`src/rtl/card_shuffler.sv`:
```
// card_shuffler: Fisher-Yates deck shuffler with bounded rejection sampling.
// Define SHUFFLE_PAIRS_EN to load the deck as value pairs (k>>1) instead of identity.
module card_shuffler #(
    parameter int NUM_CARDS = 16,
    parameter int IDX_W = 4
) (
    input  logic             clk,
    input  logic             reset,
    input  logic [31:0]      random_number,
    input  logic             start,
    output logic             busy,
    output logic             done,
    output logic             deck_valid,
    input  logic [IDX_W-1:0] rd_addr,
    output logic [IDX_W-1:0] rd_data
);
    typedef enum logic [1:0] {IDLE, INIT, PICK, DONE} state_t;
    localparam logic [IDX_W-1:0] LAST = IDX_W'(NUM_CARDS - 1);
    localparam logic [IDX_W-1:0] ONE = IDX_W'(1);
    state_t state_q, state_d;
    logic [IDX_W-1:0] k_q, k_d, i_q, i_d, mask, s, j;
    logic [2:0] retry_q, retry_d;
    logic deck_valid_q, deck_valid_d, accept;
    logic [IDX_W-1:0] deck_q [NUM_CARDS];
    logic [IDX_W-1:0] deck_d [NUM_CARDS];
    logic unused_rnd;

    function automatic logic [IDX_W-1:0] init_val(input logic [IDX_W-1:0] n);
`ifdef SHUFFLE_PAIRS_EN
        return n >> 1;
`else
        return n;
`endif
    endfunction

    assign unused_rnd = ^random_number[31:IDX_W];
    assign busy = state_q == INIT || state_q == PICK;
    assign done = state_q == DONE;
    assign deck_valid = deck_valid_q;
    assign rd_data = deck_q[rd_addr];

    // mask smears the top set bit of i downwards; the forced pick drops the top bit so j <= i
    always_comb begin
        mask = '0;
        for (int b = 0; b < IDX_W; b++) mask = mask | (i_q >> b);
        s = random_number[IDX_W-1:0] & mask;
        accept = s <= i_q || retry_q == 3'd7;
        j = s <= i_q ? s : s & (mask >> 1);
    end

    always_comb begin
        state_d = state_q;
        k_d = k_q;
        i_d = i_q;
        retry_d = retry_q;
        deck_valid_d = deck_valid_q;
        deck_d = deck_q;
        case (state_q)
            IDLE: if (start) begin
                state_d = INIT;
                k_d = '0;
                deck_valid_d = 1'b0;
            end
            INIT: begin
                deck_d[k_q] = init_val(k_q);
                k_d = k_q + ONE;
                if (k_q == LAST) begin
                    state_d = PICK;
                    i_d = LAST;
                    retry_d = '0;
                end
            end
            PICK: if (accept) begin
                deck_d[i_q] = deck_q[j];
                deck_d[j] = deck_q[i_q];
                i_d = i_q - ONE;
                retry_d = '0;
                if (i_q == ONE) begin
                    state_d = DONE;
                    deck_valid_d = 1'b1;
                end
            end else begin
                retry_d = retry_q + 3'd1;
            end
            default: state_d = IDLE;
        endcase
    end

    always_ff @(posedge clk) begin
        if (reset) begin
            state_q <= IDLE;
            k_q <= '0;
            i_q <= '0;
            retry_q <= '0;
            deck_valid_q <= 1'b0;
            for (int n = 0; n < NUM_CARDS; n++) deck_q[n] <= init_val(IDX_W'(n));
        end else begin
            state_q <= state_d;
            k_q <= k_d;
            i_q <= i_d;
            retry_q <= retry_d;
            deck_valid_q <= deck_valid_d;
            deck_q <= deck_d;
        end
    end
endmodule

```
`config.mk`:
```
export PLATFORM = sky130hd
export DESIGN_NAME = card_shuffler
export DESIGN_NICKNAME = d
export VERILOG_FILES = /design/src/rtl/card_shuffler.sv
export SDC_FILE = /design/constraint.sdc
export NUM_CORES = 1
export LEC_CHECK = 0
export ABC_AREA = 1
export BUFFER_PORTS_ARGS = -buffer_cell sky130_fd_sc_hd__buf_2
export CAP_MARGIN = 25
export CORE_AREA = 3 3 117 119
export CTS_CLUSTER_DIAMETER = 100
export CTS_CLUSTER_SIZE = 24
export DETAILED_ROUTE_END_ITERATION = 10
export DIE_AREA = 0 0 120 122
export PLACE_DENSITY = 0.75
export SLEW_MARGIN = 40
export SYNTH_ARGS = -nofsm -noshare
export SYNTH_HDL_FRONTEND = slang
export SYNTH_SLANG_ARGS = --single-unit
```
`constraint.sdc`:
```
create_clock -name clk -period 9.3 [get_ports clk]
set_clock_uncertainty 0.15 [all_clocks]
set_input_delay 1.86 -clock clk [delete_from_list [all_inputs] [get_ports clk]]
set_output_delay 1.86 -clock clk [all_outputs]
set_load 0.01 [all_outputs]
```
## Word level (Yosys, flattened, before mapping)

Cells that the tools add are included.

| storage, ports and cells | value |
|---|---|
| logic and storage cells | 104 |
| bits in registers | 78 |
| input bits | 39 |
| output and inout port bits | 7 |

| cells by class | value |
|---|---|
| muxes and demuxes | 38 |
| reductions and logical operators | 15 |
| bitwise logic cells | 9 |
| equal/unequal tests | 10 |
| add/sub/neg operators | 3 |
| $lt $le $gt $ge | 8 |

Operators by type and width:

| kind | number |
|---|---|
| 64-bit bitwise mux | 3 |
| 64-bit one-hot mux with 2 select lines | 1 |
| 64-bit two-way mux | 1 |
| 4-bit two-way mux | 13 |
| 4-bit binary-select mux with 4-bit select | 3 |
| 4-bit demux with 4-bit select | 3 |
| 5-bit greater-or-equal comparator, second input constant | 4 |
| 4-bit NOT with 5-bit output | 4 |
| 4-bit one-hot mux with 2 select lines | 2 |
| 5-bit by 1-bit less-than comparator with 1-bit output, second input constant | 3 |
| 2-bit two-way mux | 4 |
| 4-bit AND reduction | 2 |
| 3-bit two-way mux | 2 |
| 2-bit one-hot mux with 3 select lines | 1 |
| 3-bit one-hot mux with 2 select lines | 1 |
| 2-bit AND reduction | 3 |
| 2-bit nonzero test | 3 |
| 4-bit by 1-bit adder with 4-bit output, second input constant | 1 |
| 4-bit by 3-bit AND with 4-bit output | 1 |
| 4-bit AND | 1 |
| 2-bit equality test, second input constant | 2 |
| 4-bit by 1-bit equality test with 1-bit output, second input constant | 1 |
| 4-bit equality test, second input constant | 1 |
| 4-bit <= comparator | 1 |
| 15 further kinds | 22 |

## Depth between registers and ports, before layout

| depth | value |
|---|---|
| word-level depth | 14 |
| gate-level depth with buffers | 27 |
| gate-level depth less buffers | 23 |

## Least setup slack after synthesis

Ideal clock, no wire load.

| timing | value |
|---|---|
| path type | input port to output port |
| from | input rd_addr[1] |
| to | output rd_data[3] |
| stages on the path | 6 |
| arrival time | 2861 ps |
| buffers on the path | 2 |
| data required time | 7290 ps |
| setup slack | 4429 ps |
| path through | clkbuf_1 -> clkbuf_1 -> o21ai_0 -> a21oi_1 -> o221ai_1 -> nand2_1 |

| between the ends | value |
|---|---|
| cells in the longest elaborated chain, start to end | 4 |

RTL lines:

| item | line | RTL |
|---|---|---|
| start, declared | 14 | `input logic [IDX_W-1:0] rd_addr,` |
| 4-bit NOT with 5-bit output (not written as such) | 40 | `assign rd_data = deck_q[rd_addr];` |
| 4-bit binary-select mux with 4-bit select | 40 |  |
| 4-bit two-way mux (not written as such) (2 in series) | 40 |  |
| end, declared | 15 | `output logic [IDX_W-1:0] rd_data` |

No other way between the ends. The select of a mux whose other input is x is not followed.

## Worst setup path in the final report

| timing | value |
|---|---|
| from | register i_q[0] |
| to | register deck_q[52] (netlist bit) |

| between the ends | value |
|---|---|
| cells in the longest elaborated chain, start to end | 14 |
| elaborated cells between the ends (all ways) | 32 |
| classes of those cells | order compare (5); eq/ne (1); mux (15); bitwise (7); reduce/logical (4) |

RTL lines:

| item | line | RTL |
|---|---|---|
| start, declared | 21 | `logic [IDX_W-1:0] k_q, k_d, i_q, i_d, mask, s, j;` |
| start signal, assigned | 100 | `i_q <= i_d;` |
| 4-bit by 3-bit OR with 4-bit output | 45 | `for (int b = 0; b < IDX_W; b++) mask = mask \| (i_q >> b);` |
| 4-bit by 2-bit OR with 4-bit output | 45 |  |
| 4-bit by 1-bit OR with 4-bit output | 45 |  |
| 4-bit AND | 46 | `s = random_number[IDX_W-1:0] & mask;` |
| 4-bit <= comparator / 4-bit by 3-bit AND with 4-bit output (equally long branches) | 47, 48 |  |
| 4-bit two-way mux | 48 | `j = s <= i_q ? s : s & (mask >> 1);` |
| 4-bit NOT with 5-bit output (not written as such) | 74, 75 |  |
| 5-bit greater-or-equal comparator (not written as such) (tied with other cells) | 75 | `deck_d[j] = deck_q[i_q];` |
| 1-bit logical AND (not written as such) / 4-bit two-way mux (equally long branches) | 75, 74 |  |
| 4-bit two-way mux (on tied branches) | 75, 74 |  |
| 4-bit demux with 4-bit select / 64-bit bitwise mux (equally long branches) | 75, 74 |  |
| 64-bit bitwise mux | 75 |  |
| 64-bit two-way mux | 73 | `PICK: if (accept) begin` |
| 64-bit one-hot mux with 2 select lines | 58 | `case (state_q)` |
| end signal, assigned | 103 | `deck_q <= deck_d;` |
| end, declared | 24 | `logic [IDX_W-1:0] deck_q [NUM_CARDS];` |

Parallel ways exist; a longest one is shown, timed or not. The select of a mux whose other input is x is not followed.
A chain may end at the register's enable or synchronous reset.

==> results.ini <==
[status]
status = completed

[drt]
wl_per_cell_um = 19.07
dr.pass1.iters = 6
drcViolationCount = 0
ant_nets = 0
vias = 8442
viasPerCell = 6.149
drt_iter0_drc = 1340
drt-total-wl_um = 26180

[pwr]
combPwrFrac = 0.690
switching_share = 0.6050
power_frac_clock = 0.135
seq_power_share = 0.175
ir_worst_vdd_v = 0.0001920
p_int_mw = 0.9930
power.density_nw_per_um2 = 339.9
power_leakage_nw = 3.272
power.switching_mw = 1.521
total_power_mw = 2.514

[synth]
yosys_warnings = 0
yosys-top-cells-count = nand2_1 (335), a21oi_1 (132), inv_1 (122)
synth.area.top_cells = dfxtp_1 (22%), nand2_1 (18%), a21oi_1 (9.5%)
syn_area_per_cell_um2 = 5.757
netlist_area_um2 = 6978
synth_edf_count = 0
syn-instance-count = 1212
synth_fp_nets = 1269
synth_ff_type = dfxtp_1
async_flop_share = 0
yosys.cell_count.top_type = nand2_1
yosysSeqAreaShare = 0.2238
synth_top_area_frac = 0.2238
synth_cell_types = 41
synth_seq_cells = 78
synth_top_area_cell = dfxtp_1

[setup_path]
required_ns = 9.38
end_kind = flip-flop
path_buf_inv = 5
r2r-end = deck_q[52]
slowest_delay_ns = 0.81
critical_path.max_fanout = 46
setup.worst_path.class = flip-flop to flip-flop
worst-r2r-cell-count = 20
worst_ep_arrival_time_ns = 5.94
crit_chain = buf_4 > clkinv_1 > buf_4 > ha_1 > inv_1 > nor2_2 > nor2_4 > inv_1 > ha_1 > nand3_1 > nand4_4 > nand2_4 > nand2_1 > nand3_1 > nand3_1 > nand2_1 > nor2_2 > o21ai_0 > a21oi_1 > nor2_1
cpMostUsedCell = nand3_1
cp_num_cells = 20
cp_slowest_cell = nor2_2
setup.worst_path.end = deck_q[52]
cp-start-kind = flip-flop
reg2reg_from = i_q[0]
setup.worst_path.start = i_q[0]
r2r_setup_slack_ns = 3.44
critPathTopFamily = simple AND/OR/NAND/NOR gates

[cells_and_area]
nets = 1253
fin_area_um2 = 7396
final_cells = 1373
fill_cells = 1362
syn_to_final_growth_pct = 5.989
drive_above_1_share = 0.08909
diodes = 0

[cts]
cts_buffers = 9
cts-root-buf = clkbuf_16
htreeDepth = 3
clkSlewWorstSetupHoldPaths_ns = 0.06
cts_tree = done
cts_hold_buf = 0
ctsResizeCount = 0
cts.sinks = 78
post-cts-setup-buffer-count = 0
insertion_delay_ns = 0.36
ctsLongestPathBuffers = 2

[placement]
placed_area_um2 = 7103
portBuffers = 17
dpl.cell_count = 1356
gp_congestion = 1.027
dp_hpwl_um = 17970

[timing]
final.setup.tns_ns = 0
max_slew_margin = 0.3852
setup_viol = 0
period_needed_ns = 5.865
hold_ws_ns = 0.3207
period_share = 0.6306
finalHoldViolations = 0
max_freq_mhz = 170.5
tightest_slew_ns = 0.9213
drv_slew = 0
rsz0062_at_grt = no

[die]
start_util = 0.5507
fp.dieW_um = 120
core_area_um2 = 12670
rows = 41
fp.dieArea_um2 = 14640
die_h_um = 122
pin_count = 46

[global_routing]
antenna_found_initial = 0
grt_max_degree = 63
overflow = 0
grt_pass1_wl_um = 40850
grt_pass1_vias = 7338
grt_usage = 0.3607

[run]
maxCapViolCount = 0

[hold_path]
hold_path_class = flip-flop to flip-flop

-- state kept, by name, summed over array words and instances (netlist names) --
name,flops
deck_q,64
deck_valid,1
i_q,4
k_q,4
retry_q,3
state_q,2
-- through the flow --
step | utilization | setup WS, ns
2_1_floorplan | - | 4.429
3_3_place_gp | 0.5571 | 3.271
3_5_place_dp | 0.5606 | 3.230
4_1_cts | 0.5824 | 3.487
5_1_grt | 0.5837 | 3.335
6_report | 0.5837 | 3.435
-- cells by family after synthesis --
group	Yosys count	synth area share
AOI/OAI and AO/OA	311	0.2349
muxes	2	0.002869
adders and majority gates	18	0.03228
buffers and inverters	203	0.1200
DFF	78	0.2238
and+or+nand+nor	600	0.3862
-- power groups by stage --
stage | clock network, mW | logic (mW) | registers (mW)
2_1_floorplan | 0 | 1.17 | 0.428
3_3_place_gp | 0 | 1.58 | 0.443
3_5_place_dp | 0 | 1.63 | 0.444
4_1_cts | 0.342 | 1.64 | 0.437
5_1_grt | 0.353 | 1.85 | 0.445
6_report | 0.340 | 1.73 | 0.439
-- layer usage --
metal  wire length (um)  GRT usage  vias to the layer above
met5                  0          0                        -
met4               1698     0.2241                        0
met3               3524    0.08032                      135
met2              10710     0.5374                      618
met1              10250     0.4734                     3706
li1                   -          -                     3983
-- worst min-delay path by stage --
stage               start         end  slack [ns]  cells past startpoint
6_report       deck_q[43]  deck_q[43]        0.32                      2
5_1_grt        deck_q[43]  deck_q[43]        0.33                      2
4_1_cts        deck_q[43]  deck_q[43]        0.32                      2
3_5_place_dp   deck_q[43]  deck_q[43]        0.31                      2
3_3_place_gp    deck_q[7]   deck_q[7]        0.30                      2
2_1_floorplan  deck_q[27]  deck_q[27]        0.28                      2
-- worst reg2reg max path, stage by stage, from the launching register on --
cell and delay [ns]:
dfxtp_1 0.30, buf_4 0.40, clkinv_1 0.14, buf_4 0.27, ha_1 0.24, inv_1 0.25, nor2_2 0.14, nor2_4 0.61
inv_1 0.13, ha_1 0.30, nand3_1 0.15, nand4_4 0.40, nand2_4 0.41, nand2_1 0.17, nand3_1 0.09, nand3_1 0.11
nand2_1 0.25, nor2_2 0.81, o21ai_0 0.19, a21oi_1 0.17, nor2_1 0.05
-- placed cells by master, fill, tap and decap left out, types with 13 or more instances in the layout --
master   synthesis  layout
buf_4            2      13
buf_2           13      15
nor3_1          15      15
nor2_2          13      13
o21ai_0         98      98
ha_1            18      18
inv_1          122     122
a21oi_1        132     132
o21ai_1         47      47
nand3_1        116     116
inv_2           15      15
nand2_1        335     335
dfxtp_1         78      78
nor2_1          77      77
-- layout make-up --
type                       instances  area, um2  share of cell area
inverter                         145      551.8             0.07461
sequential                        78       1562              0.2111
timing repair buffer              31      206.4             0.02791
multi-input combinational        931       4584              0.6199
clock buffer                      10      239.0             0.03231
clock inverter                     6      37.54            0.005075
tap                              172      215.2             0.02910
Note: power is estimated with default switching activity, not from simulation.
